**src/rtl/float_mult_arbiter.sv**
```systemverilog
// rtl/float_mult_arbiter.sv - round-robin packet-locked sharing of one float_mult; FLOAT_ARB_STATS_EN adds issue/stall counters
module float_mult_arbiter #(
  parameter int NUM_REQ    = 2,
  parameter int DATA_WIDTH = 32,
  parameter int TAG_DEPTH  = 16
) (
  input  logic                            aclk,
  input  logic                            aresetn,
  input  logic [NUM_REQ-1:0]              req_valid,
  output logic [NUM_REQ-1:0]              req_ready,
  input  logic [NUM_REQ*2*DATA_WIDTH-1:0] req_data,
  input  logic [NUM_REQ-1:0]              req_last,
  output logic [1:0]                      mult_valid,
  input  logic [1:0]                      mult_ready,
  output logic [2*DATA_WIDTH-1:0]         mult_data,
  output logic                            mult_last,
  input  logic                            res_valid,
  output logic                            res_ready,
  input  logic [DATA_WIDTH-1:0]           res_data,
  input  logic                            res_last,
  output logic [NUM_REQ-1:0]              rsp_valid,
  input  logic [NUM_REQ-1:0]              rsp_ready,
  output logic [DATA_WIDTH-1:0]           rsp_data,
  output logic                            rsp_last,
  output logic                            busy,
  output logic                            err_orphan
`ifdef FLOAT_ARB_STATS_EN
  ,
  output logic [NUM_REQ*16-1:0]           stat_issued,
  output logic [15:0]                     stat_stall
`endif
);
  localparam int IW = (NUM_REQ > 1) ? $clog2(NUM_REQ) : 1;
  localparam int PW = $clog2(TAG_DEPTH);
  localparam int CW = $clog2(TAG_DEPTH) + 1;
  localparam logic [CW-1:0] TAG_FULL = CW'(TAG_DEPTH);
  localparam logic [IW-1:0] LAST_IDX = IW'(NUM_REQ - 1);

  typedef enum logic {IDLE, LOCKED} state_t;

  state_t                  state;
  logic [IW-1:0]           grant;
  logic [IW-1:0]           rr_ptr;
  logic [IW-1:0]           pick, pick_hi, pick_lo;
  logic                    found_hi, found_lo, pick_found;
  logic [IW-1:0]           tag_mem [TAG_DEPTH];
  logic [PW-1:0]           wr_ptr, rd_ptr;
  logic [CW-1:0]           tag_cnt;
  logic [IW-1:0]           head;
  logic                    tag_empty, tag_room, both_ready, locked;
  logic                    offer, issue, head_ready, pop;
  logic                    sel_valid, sel_last;
  logic [2*DATA_WIDTH-1:0] sel_data;

  // Next requester in cyclic order starting at rr_ptr; falls back to lowest index on wrap
  always_comb begin
    pick_hi  = '0;
    pick_lo  = '0;
    found_hi = 1'b0;
    found_lo = 1'b0;
    for (int i = NUM_REQ - 1; i >= 0; i--) begin
      if (req_valid[i] && (IW'(i) >= rr_ptr)) begin
        pick_hi  = IW'(i);
        found_hi = 1'b1;
      end
      if (req_valid[i]) begin
        pick_lo  = IW'(i);
        found_lo = 1'b1;
      end
    end
    pick       = found_hi ? pick_hi : pick_lo;
    pick_found = found_hi | found_lo;
  end

  // Select the granted requester's operands and the tag-FIFO head consumer's ready
  always_comb begin
    sel_valid  = 1'b0;
    sel_last   = 1'b0;
    sel_data   = '0;
    head_ready = 1'b0;
    head       = tag_mem[rd_ptr];
    for (int i = 0; i < NUM_REQ; i++) begin
      if (grant == IW'(i)) begin
        sel_valid = req_valid[i];
        sel_last  = req_last[i];
        sel_data  = req_data[i*2*DATA_WIDTH +: 2*DATA_WIDTH];
      end
      if (head == IW'(i)) begin
        head_ready = rsp_ready[i];
      end
    end
  end

  // Handshake terms and output steering; result side is forced quiet while reset is held
  always_comb begin
    locked     = (state == LOCKED);
    tag_empty  = (tag_cnt == '0);
    tag_room   = (tag_cnt != TAG_FULL);
    both_ready = mult_ready[0] & mult_ready[1];
    offer      = locked & sel_valid & tag_room;
    issue      = offer & both_ready;
    mult_valid = {2{offer}};
    mult_data  = locked ? sel_data : '0;
    mult_last  = locked & sel_last;
    req_ready  = '0;
    rsp_valid  = '0;
    for (int i = 0; i < NUM_REQ; i++) begin
      if (grant == IW'(i)) begin
        req_ready[i] = locked & both_ready & tag_room;
      end
      if (head == IW'(i)) begin
        rsp_valid[i] = aresetn & ~tag_empty & res_valid;
      end
    end
    res_ready = aresetn & (tag_empty | head_ready);
    pop       = res_valid & res_ready & ~tag_empty;
    rsp_data  = aresetn ? res_data : '0;
    rsp_last  = aresetn & res_last;
    busy      = locked | ~tag_empty;
  end

  // Grant FSM: lock onto one requester until its last beat issues, then advance rr_ptr
  always_ff @(posedge aclk or negedge aresetn) begin
    if (!aresetn) begin
      state  <= IDLE;
      grant  <= '0;
      rr_ptr <= '0;
    end else begin
      case (state)
        IDLE: begin
          if (pick_found) begin
            grant <= pick;
            state <= LOCKED;
          end
        end
        LOCKED: begin
          if (issue && sel_last) begin
            state  <= IDLE;
            rr_ptr <= (grant == LAST_IDX) ? '0 : grant + 1'b1;
          end
        end
        default: state <= IDLE;
      endcase
    end
  end

  // Tag storage: records which requester owns each beat in flight
  always_ff @(posedge aclk) begin
    if (issue) begin
      tag_mem[wr_ptr] <= grant;
    end
  end

  // Tag FIFO pointers and occupancy; TAG_DEPTH is a power of two so pointers wrap freely
  always_ff @(posedge aclk or negedge aresetn) begin
    if (!aresetn) begin
      wr_ptr  <= '0;
      rd_ptr  <= '0;
      tag_cnt <= '0;
    end else begin
      if (issue) wr_ptr <= wr_ptr + 1'b1;
      if (pop)   rd_ptr <= rd_ptr + 1'b1;
      if (issue && !pop)      tag_cnt <= tag_cnt + 1'b1;
      else if (pop && !issue) tag_cnt <= tag_cnt - 1'b1;
    end
  end

  // Sticky flag for a result that arrives with no owner recorded
  always_ff @(posedge aclk or negedge aresetn) begin
    if (!aresetn) begin
      err_orphan <= 1'b0;
    end else if (res_valid && tag_empty) begin
      err_orphan <= 1'b1;
    end
  end

`ifdef FLOAT_ARB_STATS_EN
  logic [15:0] issued_cnt [NUM_REQ];

  // Saturating per-requester issue counters and multiplier back-pressure counter
  always_ff @(posedge aclk or negedge aresetn) begin
    if (!aresetn) begin
      for (int i = 0; i < NUM_REQ; i++) issued_cnt[i] <= '0;
      stat_stall <= '0;
    end else begin
      for (int i = 0; i < NUM_REQ; i++) begin
        if (issue && (grant == IW'(i)) && (issued_cnt[i] != 16'hFFFF)) begin
          issued_cnt[i] <= issued_cnt[i] + 16'd1;
        end
      end
      if (offer && !both_ready && (stat_stall != 16'hFFFF)) begin
        stat_stall <= stat_stall + 16'd1;
      end
    end
  end

  // Flatten the counters onto the stats bus
  always_comb begin
    stat_issued = '0;
    for (int i = 0; i < NUM_REQ; i++) stat_issued[i*16 +: 16] = issued_cnt[i];
  end
`endif

endmodule

```
**config.mk**
```make
export PLATFORM = sky130hd
export DESIGN_NAME = float_mult_arbiter
export DESIGN_NICKNAME = d
export VERILOG_FILES = /design/src/rtl/float_mult_arbiter.sv
export SDC_FILE = /design/constraint.sdc
export NUM_CORES = 1
export LEC_CHECK = 0
export ABC_AREA = 1
export CORE_AREA = 4 4 106 108
export DETAILED_ROUTE_END_ITERATION = 7
export DIE_AREA = 0 0 110 112
export PLACE_DENSITY_LB_ADDON = 0.3
export RECOVER_POWER = 25
export SYNTH_ARGS = -nofsm -noshare
export SYNTH_HDL_FRONTEND = slang
export SYNTH_SLANG_ARGS = --single-unit
```
**constraint.sdc**
```tcl
create_clock -name aclk -period 4.2 [get_ports aclk]
set_clock_uncertainty 0.15 [all_clocks]
set_input_delay 0.42 -clock aclk [delete_from_list [all_inputs] [get_ports aclk]]
set_output_delay 0.42 -clock aclk [all_outputs]
set_load 0.005 [all_outputs]
```
* Word level (Yosys, flattened, before mapping) *
Memories as Yosys holds them, arrays and structs flattened.
Index checks and enable logic that the tools add are counted.
W data, S select, Z words.

cells by class
  add/sub/neg operators = 5
  $mul = 0
  divide/modulo/power cells = 0
  magnitude comparators = 2
  equal/unequal tests = 1
  shifts and indexed selects = 0
  mux-type cells = 25
  bitwise operators = 18
  reduce and logical (&&, ||, !) cells = 12

operators with widths
  operator               number
  $mux W64               2
  $mux W32               1
  $mux W1                19
  $and A1 B1 Y1          13
  $mux W5                2
  $add A4 B1 Y4 const B  2
  $logic_and A1 B1 Y1    6
  $add A5 B1 Y5 const B  1
  $logic_not A5 Y1       1
  $ne A5 B5 Y1 const B   1
  $sub A5 B1 Y5 const B  1
  $reduce_and A2 Y1      2
  $or A1 B1 Y1           3
  $ge A1 B1 Y1 const A   2
  $logic_not A1 Y1       2
  $not A1 Y1             2
  $pmux W1 S2            1
  $reduce_bool A2 Y1     1
  $add A1 B1 Y1 const B  1

storage, ports and cells
  flip-flop bits (word level) = 17
  bits in latches = 0
  bits in writable memories = 16
  bits in read-only memories = 0
  output and inout bits = 107
  memories = 1

memories
  memory   words  width  rd ports  clocked after Yosys merged registers in  write ports  RTL line  RTL
  tag_mem  16     1      1         0                                        1            46        logic [IW-1:0] tag_mem [TAG_DEPTH];

* Depth between registers and ports, before layout *
Gate-level depths: netlist (run 1).
An unclocked memory read counts as a cell.

  depth in word-level cells = 9
  gate-level depth with buffers = 18
  mapped depth without buffers = 18

* Worst setup path after synthesis (run 1) *
Ideal clock, no wire load.

  path type = register -> register
  start = reg grant
  end = reg tag_cnt[4]
  library setup time = 79 ps
  arrival time = 2314 ps
  setup slack = 1657 ps
  cell stages (with the launch flop) = 13
  buffers on the path = 1
  path through = dfrtp_1 -> buf_4 -> nand2_1 -> o21ai_2 -> nor2_8 -> ha_1 -> inv_1 -> ha_1 -> a21o_1 -> o21ai_0 -> nand2_1 -> nor2_1 -> xor2_1

between the ends
  word-level cells in the longest chain between the ends = 7
  elaborated cells on any way between the ends = 9

ends and longest elaborated chain
  element                              RTL line  RTL
  start, declared                      42        logic [IW-1:0] grant;
  start signal, assigned               132       grant <= pick;
  $mux W1 *                            83        if (grant == IW'(i)) begin
  $and A1 B1 Y1 * (2 in a row)         100       offer = locked & sel_valid & tag_room;
  $and A1 B1 Y1 *                      101       issue = offer & both_ready;
  net issue                            51        logic offer, issue, head_ready, pop;
  $logic_not A1 Y1                     164       else if (pop && !issue) tag_cnt <= tag_cnt - 1'b1;
  $logic_and A1 B1 Y1                  164
  $reduce_bool A2 Y1 (no source line)  n/a
  end signal, assigned                 163       if (issue && !pop) tag_cnt <= tag_cnt + 1'b1;
  end signal, assigned                 164
  end, declared                        48        logic [CW-1:0] tag_cnt;

Mark *: on every way through the listed nets, which the timed path passes. The rest lies on a longest branch.
A chain may end at the register's enable or synchronous reset.

* Worst setup path in the final report (run 1) *
  start = reg grant
  end = out mult_data[58]

between the ends
  word-level cells in the longest chain between the ends = 2

ends and longest elaborated chain
  element        RTL line  RTL
  $mux W64       83
  $mux W64       103       mult_data = locked ? sel_data : '0;
  end, declared  15        output logic [2*DATA_WIDTH-1:0] mult_data,

Every way passes these cells.

==> results_tabular.tex, run 1 <==
\begin{tabular}{lr}
\hline
Metric & Value \\
\hline
\multicolumn{2}{l}{\textbf{Synthesis}} \\
Synth warn & 0 \\
Cells after Synth & 501 \\
Syn Nets & 683 \\
Total standard cell area after synthesis & 3060 um\^{}2 \\
Seq/Total Area, Yosys & 29.6\% \\
Fraction of registers with async set/reset & 51.5\% \\
Count of unique library cells instantiated by Yosys & 32 \\
Post-synth top flop & sky130\_fd\_sc\_hd\_\_dfrtp\_1 \\
Flip-flop and latch count after synthesis & 33 \\
Count of flip-flops with a built-in enable after synthesis & 16 \\
Mean instance size in the synthesized netlist & 6.10 um\^{}2 \\
\multicolumn{2}{l}{\textbf{Finish}} \\
Layout filler cell count & 963 \\
Ratio of cells with drive above 1 in the final layout & 3.67\% \\
Final core occ & 58.2\% \\
Total Nets Final & 944 \\
Commonest non-fill, non-tap cell in the layout & sky130\_fd\_sc\_hd\_\_clkdlybuf4s50\_1 \\
Count of antenna diodes in the layout & 0 \\
Relative area change from synthesis to final layout & 94.9\% \\
Most used cells in the layout excluding fill and tap cells & sky130\_fd\_sc\_hd\_\_clkdlybuf4s50\_1, sky130\_fd\_sc\_hd\_\_nor2\_1, sky130\_fd\_sc\_hd\_\_nand2\_1, sky130\_fd\_sc\_hd\_\_o21ai\_0, sky130\_fd\_sc\_hd\_\_inv\_1 \\
\multicolumn{2}{l}{\textbf{Clock tree}} \\
Root Buffer Master & sky130\_fd\_sc\_hd\_\_clkbuf\_8 \\
Maximum root-to-sink buffer count & 2 \\
Clock Latency Late Sink & 0.29 ns \\
Sink count of the clock tree & 33 \\
Count of instances resized after the clock tree is built & 0 \\
Number of clock buffers inserted by TritonCTS & 5 \\
Clock-pin slew on the worst setup and hold paths & 0.07 ns \\
Post-CTS Setup Repair Bufs & 0 \\
Level count of the clock H-tree & 2 \\
Number of buffers inserted for hold repair after clock tree synthesis & 0 \\
Clock tree from TritonCTS & yes \\
\multicolumn{2}{l}{\textbf{Global route}} \\
Wire length of the first global-routing pass & 21900 um \\
GRT overflow & 0 \\
Overall fraction of global-route tracks in use & 22.6\% \\
Number of antenna violations at the first check in global routing & 0 \\
Number of global-route vias before repair & 4132 \\
Maximum number of pins on one net before global-route repair & 72 \\
\multicolumn{2}{l}{\textbf{Timing}} \\
Unrepaired setup endpoints after global routing & false \\
Final-report hold violation count & 0 \\
Number of failing setup endpoints in the final timing report & 0 \\
Sum of negative setup slack & 0 ns \\
Fin crit period & 3.50 ns \\
Maximum clock frequency & 286 MHz \\
Final-layout worst hold slack & 0.150 ns \\
Worst-case headroom to the max-slew limit & 31.3\% \\
Pins over their slew limit & 0 \\
Tcrit/Tclk final & 83.3\% \\
Slew @ Worst Pin & 1.03 ns \\
\multicolumn{2}{l}{\textbf{Job}} \\
MaxCap Viol Count & 0 \\
\multicolumn{2}{l}{\textbf{Setup path}} \\
Flop-to-flop setup slack & 0.91 ns \\
Path type of the worst setup path & flip-flop to primary output \\
Critical-path cell with the highest stage delay & sky130\_fd\_sc\_hd\_\_inv\_1 \\
Kind of end point of the critical path & primary output \\
Largest fanout on the critical path & 36 \\
Reg2reg end & tag\_cnt[4] \\
Cell depth of the worst flop-to-flop path & 12 \\
Cell-by-cell trace of the critical path & inv\_1 -> buf\_4 -> nor2\_1 -> nor2\_1 -> clkdlybuf4s50\_1 \\
Required time of the worst setup path & 3.63 ns \\
Beginning of the worst register-to-register path & tag\_cnt[0] \\
Most used cell, CP & sky130\_fd\_sc\_hd\_\_nor2\_1 \\
Data arrival time of the critical path & 2.93 ns \\
Largest stage delay on the critical path & 0.83 ns \\
Startpoint class of the critical path & flip-flop \\
\multicolumn{2}{l}{\textbf{Place}} \\
Post-DP HPWL & 11600 um \\
Port buffer count & 278 \\
Routability congestion estimate & 0.867 \\
\multicolumn{2}{l}{\textbf{Drt}} \\
Vias per cell & 4.55 \\
Initial DRC Count & 208 \\
Final routed wirelength across all metal layers & 14400 um \\
Detail-routed net length per standard cell & 16.0 um \\
Number of detailed-route iterations in the first pass & 4 \\
Drt drc & 0 \\
Via count & 4086 \\
Number of nets with antenna violations after detailed routing & 0 \\
\multicolumn{2}{l}{\textbf{Pwr}} \\
Net load switching power & 1220 uW \\
Total internal power & 1620 uW \\
Clk pwr share & 8.9\% \\
Lkg Pwr & 0.00274 uW \\
Sequential fraction of design power & 19.1\% \\
Worst ir drop on vdd & 0.238 mV \\
Power consumption & 2840 uW \\
Combinational cell fraction of total power & 72.0\% \\
Switching part of the total & 43.0\% \\
Power density normalized to cell area & 477 nW/um\^{}2 \\
\multicolumn{2}{l}{\textbf{Die}} \\
Top Ports & 279 \\
Standard-cell row count & 37 \\
Vert. Die Dim & 112 um \\
Core region area & 10200 um\^{}2 \\
Width of the chip & 110 um \\
Area of the die & 12300 um\^{}2 \\
Starting Density & 29.9\% \\
\multicolumn{2}{l}{\textbf{Worst hold path}} \\
Hold crit path type & input pin to async pin \\
\multicolumn{2}{l}{\textbf{Status}} \\
Status & finished clean \\
\hline
\end{tabular}
registers in the layout, summed over array words and instances, names as in the netlist:
signal      cells
err_orphan      1
grant           1
wr_ptr          4
tag_mem        16
rr_ptr          1
rd_ptr          4
locked          1
tag_cnt         5
critical path: cells and delay by family, from the launching register on:
| family | cells | cell delay [ns] |
|---|---|---|
| simple gates | 2 | 0.22 |
| buf+inv | 3 | 1.86 |
| flops | 1 | 0.55 |
layer usage:
layer	global-route usage (%)	vias to the layer above	wire, um
li1	-	2062	-
met1	25.8	1872	5390
met2	39.8	131	7580
met3	8.23	21	1130
met4	5.07	0	267
met5	0	-	0
synth_stat cells (2+ instances only):
| master | count | area, um^2 |
|---|---|---|
| sky130_fd_sc_hd__nand2_1 | 85 | 319 |
| sky130_fd_sc_hd__ha_1 | 9 | 113 |
| sky130_fd_sc_hd__a21oi_1 | 4 | 20.0 |
| sky130_fd_sc_hd__nand3_1 | 19 | 95.1 |
| sky130_fd_sc_hd__nor3_1 | 2 | 10.0 |
| sky130_fd_sc_hd__o21ai_0 | 67 | 335 |
| sky130_fd_sc_hd__o21ai_1 | 2 | 10.0 |
| sky130_fd_sc_hd__nand2_2 | 5 | 31.3 |
| sky130_fd_sc_hd__nand3_2 | 4 | 40.0 |
| sky130_fd_sc_hd__inv_1 | 64 | 240 |
| sky130_fd_sc_hd__dfrtp_1 | 17 | 425 |
| sky130_fd_sc_hd__clkbuf_1 | 18 | 67.6 |
| sky130_fd_sc_hd__xor2_1 | 6 | 52.6 |
| sky130_fd_sc_hd__buf_4 | 4 | 30.0 |
| sky130_fd_sc_hd__buf_2 | 5 | 25.0 |
| sky130_fd_sc_hd__nor2_1 | 155 | 582 |
| sky130_fd_sc_hd__edfxtp_1 | 16 | 480 |
| sky130_fd_sc_hd__nand2_4 | 2 | 22.5 |
| sky130_fd_sc_hd__inv_2 | 4 | 15.0 |
cell families after synthesis:
| logic type | share of synthesized area, % |
|---|---|
| simple gates | 37.8 |
| buf+inv | 12.5 |
| fa+ha+maj | 4.34 |
| flops | 29.6 |
| compound gates | 13.2 |
| xor+xnor | 2.54 |
power groups by stage:
| stage | clock network, uW | logic [uW] | registers, uW |
|---|---|---|---|
| 2_1_floorplan | 0 | 983 | 529 |
| 3_3_place_gp | 0 | 2010 | 549 |
| 3_5_place_dp | 0 | 2050 | 559 |
| 4_1_cts | 256 | 2080 | 554 |
| 5_1_grt | 271 | 2270 | 558 |
| 6_report | 253 | 2040 | 544 |
worst max path at each step:
stage | startpoint | endpoint | slack [ns] | cells after the start
3_5_place_dp | mult_ready[0] | tag_cnt[4] | 1.21 | 13
5_1_grt | grant | mult_data[58] | 0.49 | 5
4_1_cts | grant | mult_data[58] | 1.11 | 5
2_1_floorplan | grant | tag_cnt[4] | 1.66 | 12
6_report | grant | mult_data[58] | 0.70 | 5
3_3_place_gp | mult_ready[0] | tag_cnt[4] | 1.30 | 13
cell type report:
type	count	area [um^2]	area share, %
inverter	68	255	4.28
clock buffer	8	90.1	1.51
sequential	33	906	15.2
tap	136	170	2.86
timing repair buffer	282	2810	47.1
multi-input combinational	372	1730	29.1
stage by stage:
step	std cells	cell area [um^2]	setup WS (ns)
global route	899	5960	0.485
floorplan	501	3060	1.66
CTS	899	6000	1.11
global placement	891	5910	1.30
detailed placement	891	5910	1.21
finish	899	5960	0.703
No activity file was read; power rests on OpenSTA's default activity.
==> run 2: changes to the inputs <==
==> constraint.sdc (replaced) <==
create_clock -name aclk -period 3.3 [get_ports aclk]
set_clock_uncertainty 0.15 [all_clocks]
set_input_delay 0.33 -clock aclk [delete_from_list [all_inputs] [get_ports aclk]]
set_output_delay 0.33 -clock aclk [all_outputs]
set_load 0.005 [all_outputs]
==> run 2 against run 1 <==
  * Highest routed layer unchanged
  * First-iteration DRC count is 35% lower
  * Worst hold slack lost 0.094 ns
  * Clock-buffer cell count decreased by 2
  * Largest cell class unchanged
  * Sequential power up 30%
  * Register-to-register slack got worse by 0.59 ns
  * Clock power grew 44%
  * Utilization increased by 0.50 points
  * Non-clock buffer count is the same
  * Worst setup slack lost 0.38 ns
  * Via count is 0.42% lower
  * Die area is the same
  * Design area rose by 0.86%
==> results_tabular.tex, run 2 (same netlist as run 1, synthesis figures left out) <==
\begin{tabular}{lr}
\hline
Metric & Value \\
\hline
\multicolumn{2}{l}{\textbf{Status}} \\
Status & finished clean \\
\multicolumn{2}{l}{\textbf{Die}} \\
Area of the die & 12300 um\^{}2 \\
Core region area & 10200 um\^{}2 \\
Vert. Die Dim & 112 um \\
Starting Density & 29.9\% \\
Top Ports & 279 \\
Width of the chip & 110 um \\
Standard-cell row count & 37 \\
\multicolumn{2}{l}{\textbf{Timing}} \\
Sum of negative setup slack & 0 ns \\
Final-report hold violation count & 0 \\
Unrepaired setup endpoints after global routing & false \\
Worst-case headroom to the max-slew limit & 62.2\% \\
Pins over their slew limit & 0 \\
Slew @ Worst Pin & 0.566 ns \\
Fin crit period & 2.98 ns \\
Tcrit/Tclk final & 90.3\% \\
Maximum clock frequency & 335 MHz \\
Number of failing setup endpoints in the final timing report & 0 \\
\multicolumn{2}{l}{\textbf{Clock tree}} \\
Clock tree from TritonCTS & yes \\
Clock Latency Late Sink & 0.29 ns \\
Number of buffers inserted for hold repair after clock tree synthesis & 0 \\
Number of clock buffers inserted by TritonCTS & 5 \\
Level count of the clock H-tree & 2 \\
Maximum root-to-sink buffer count & 2 \\
Root Buffer Master & sky130\_fd\_sc\_hd\_\_clkbuf\_8 \\
Sink count of the clock tree & 33 \\
Count of instances resized after the clock tree is built & 0 \\
Post-CTS Setup Repair Bufs & 0 \\
Clock-pin slew on the worst setup and hold paths & 0.07 ns \\
\multicolumn{2}{l}{\textbf{Global route}} \\
Wire length of the first global-routing pass & 21500 um \\
Met2 usage in global routing & 39.6\% \\
Layer carrying the most global-route usage & met2 \\
Met1 Track Usage GR & 23.7\% \\
Number of antenna violations at the first check in global routing & 0 \\
Number of global-route vias before repair & 4249 \\
Overall fraction of global-route tracks in use & 22.2\% \\
Maximum number of pins on one net before global-route repair & 68 \\
GRT overflow & 0 \\
Fraction of met3 tracks used by global routing & 9.39\% \\
\multicolumn{2}{l}{\textbf{Place}} \\
Routability congestion estimate & 0.877 \\
Post-DP HPWL & 11300 um \\
Port buffer count & 278 \\
\multicolumn{2}{l}{\textbf{Pwr}} \\
Lkg Pwr & 0.00275 uW \\
Worst ir drop on vdd & 0.326 mV \\
Power consumption & 3670 uW \\
Power density normalized to cell area & 611 nW/um\^{}2 \\
\multicolumn{2}{l}{\textbf{Job}} \\
MaxCap Viol Count & 0 \\
\multicolumn{2}{l}{\textbf{Drt}} \\
Number of detailed-route iterations in the first pass & 6 \\
Drt drc & 0 \\
Via count & 4069 \\
Initial DRC Count & 135 \\
Detail-routed net length per standard cell & 15.5 um \\
Final routed wirelength across all metal layers & 13900 um \\
Vias per cell & 4.53 \\
Number of nets with antenna violations after detailed routing & 0 \\
\multicolumn{2}{l}{\textbf{Finish}} \\
Commonest non-fill, non-tap cell in the layout & sky130\_fd\_sc\_hd\_\_clkdlybuf4s50\_1 \\
Count of antenna diodes in the layout & 0 \\
Max reg flops & 16 \\
Top flop regs & tag\_mem x16, tag\_cnt x5 \\
Relative area change from synthesis to final layout & 96.6\% \\
Most used cells in the layout excluding fill and tap cells & sky130\_fd\_sc\_hd\_\_clkdlybuf4s50\_1, sky130\_fd\_sc\_hd\_\_nor2\_1, sky130\_fd\_sc\_hd\_\_nand2\_1, sky130\_fd\_sc\_hd\_\_o21ai\_0, sky130\_fd\_sc\_hd\_\_inv\_1 \\
Most flop-heavy register & tag\_mem \\
Ratio of cells with drive above 1 in the final layout & 3.80\% \\
Total Nets Final & 944 \\
\multicolumn{2}{l}{\textbf{Setup path}} \\
Data arrival time of the critical path & 3.05 ns \\
Cell-by-cell trace of the critical path & inv\_2 -> nand2\_1 -> nand3\_1 -> nand3\_1 -> nand3\_2 -> nand3\_1 -> nand3\_2 -> ha\_1 -> inv\_1 -> ha\_1 -> a21o\_1 -> o21ai\_0 -> nand2\_1 -> nor2\_1 -> xor2\_1 \\
Largest stage delay on the critical path & 0.56 ns \\
Required time of the worst setup path & 3.37 ns \\
Flop-to-flop setup slack & 0.32 ns \\
Cell depth of the worst flop-to-flop path & 15 \\
Path type of the worst setup path & flip-flop to flip-flop \\
Startpoint class of the critical path & flip-flop \\
Critical-path cell with the highest stage delay & sky130\_fd\_sc\_hd\_\_dfrtp\_1 \\
Largest fanout on the critical path & 12 \\
Reg2reg end & tag\_cnt[4] \\
Beginning of the worst register-to-register path & rd\_ptr[0] \\
Most used cell, CP & sky130\_fd\_sc\_hd\_\_nand3\_1 \\
Kind of end point of the critical path & flip-flop \\
\multicolumn{2}{l}{\textbf{Worst hold path}} \\
Hold crit path type & input pin to async pin \\
\hline
\end{tabular}
[run 2: worst max-delay path by stage]
stage                             start          to  slack (ns)  cells after the start
after floorplan                   grant  tag_cnt[4]        0.76                     12
after global placement    mult_ready[0]  tag_cnt[4]        0.51                     13
after detailed placement      rd_ptr[0]  tag_cnt[4]        0.38                     15
after CTS                     rd_ptr[0]  tag_cnt[4]        0.35                     15
after global routing          rd_ptr[0]  tag_cnt[4]        0.02                     16
final                         rd_ptr[0]  tag_cnt[4]        0.32                     15
[run 2: layout make-up]
| class | instances | area, um^2 |
|---|---|---|
| Multi-Input combinational cell | 372 | 1750 |
| Sequential cell | 33 | 907 |
| Timing Repair Buffer | 282 | 2820 |
| Fill cell | 934 | 4220 |
| Clock inverter | 2 | 33.8 |
| Tap cell | 136 | 170 |
| Inverter | 68 | 255 |
| Clock buffer | 6 | 72.6 |
[run 2: where the power goes]
group | switching (uW) | internal [uW]
sequential | 147 | 561
clock | 142 | 223
combinational | 1250 | 1350
total | 1540 | 2130
[run 2: metal layers]
metal	routed length (um)	vias to the layer above
met5	0	-
met4	344	0
met3	1260	32
met2	7090	141
met1	5250	1829
li1	-	2067
[run 2: metrics by stage]
step / setup slack (ns) / std cells / cell area [um^2] / hold slack (ns) / utilization, %
after floorplan: 0.757 / 501 / 3060 / -0.116 / -
after global placement: 0.511 / 891 / 5920 / 0.302 / 57.9
after detailed placement: 0.380 / 891 / 5920 / 0.314 / 57.9
after CTS: 0.354 / 899 / 6030 / 0.0197 / 58.9
after global routing: 0.0233 / 899 / 6010 / 0.119 / 58.8
final: 0.319 / 899 / 6010 / 0.0565 / 58.8
[run 2: worst max-delay path: cells and delay by family, from the launching register on]
family	cells	cell delay, ns
buf+inv	2	0.31
xor+xnor	1	0.15
simple gates	8	0.85
flops	1	0.56
compound gates	2	0.35
fa+ha+maj	2	0.54
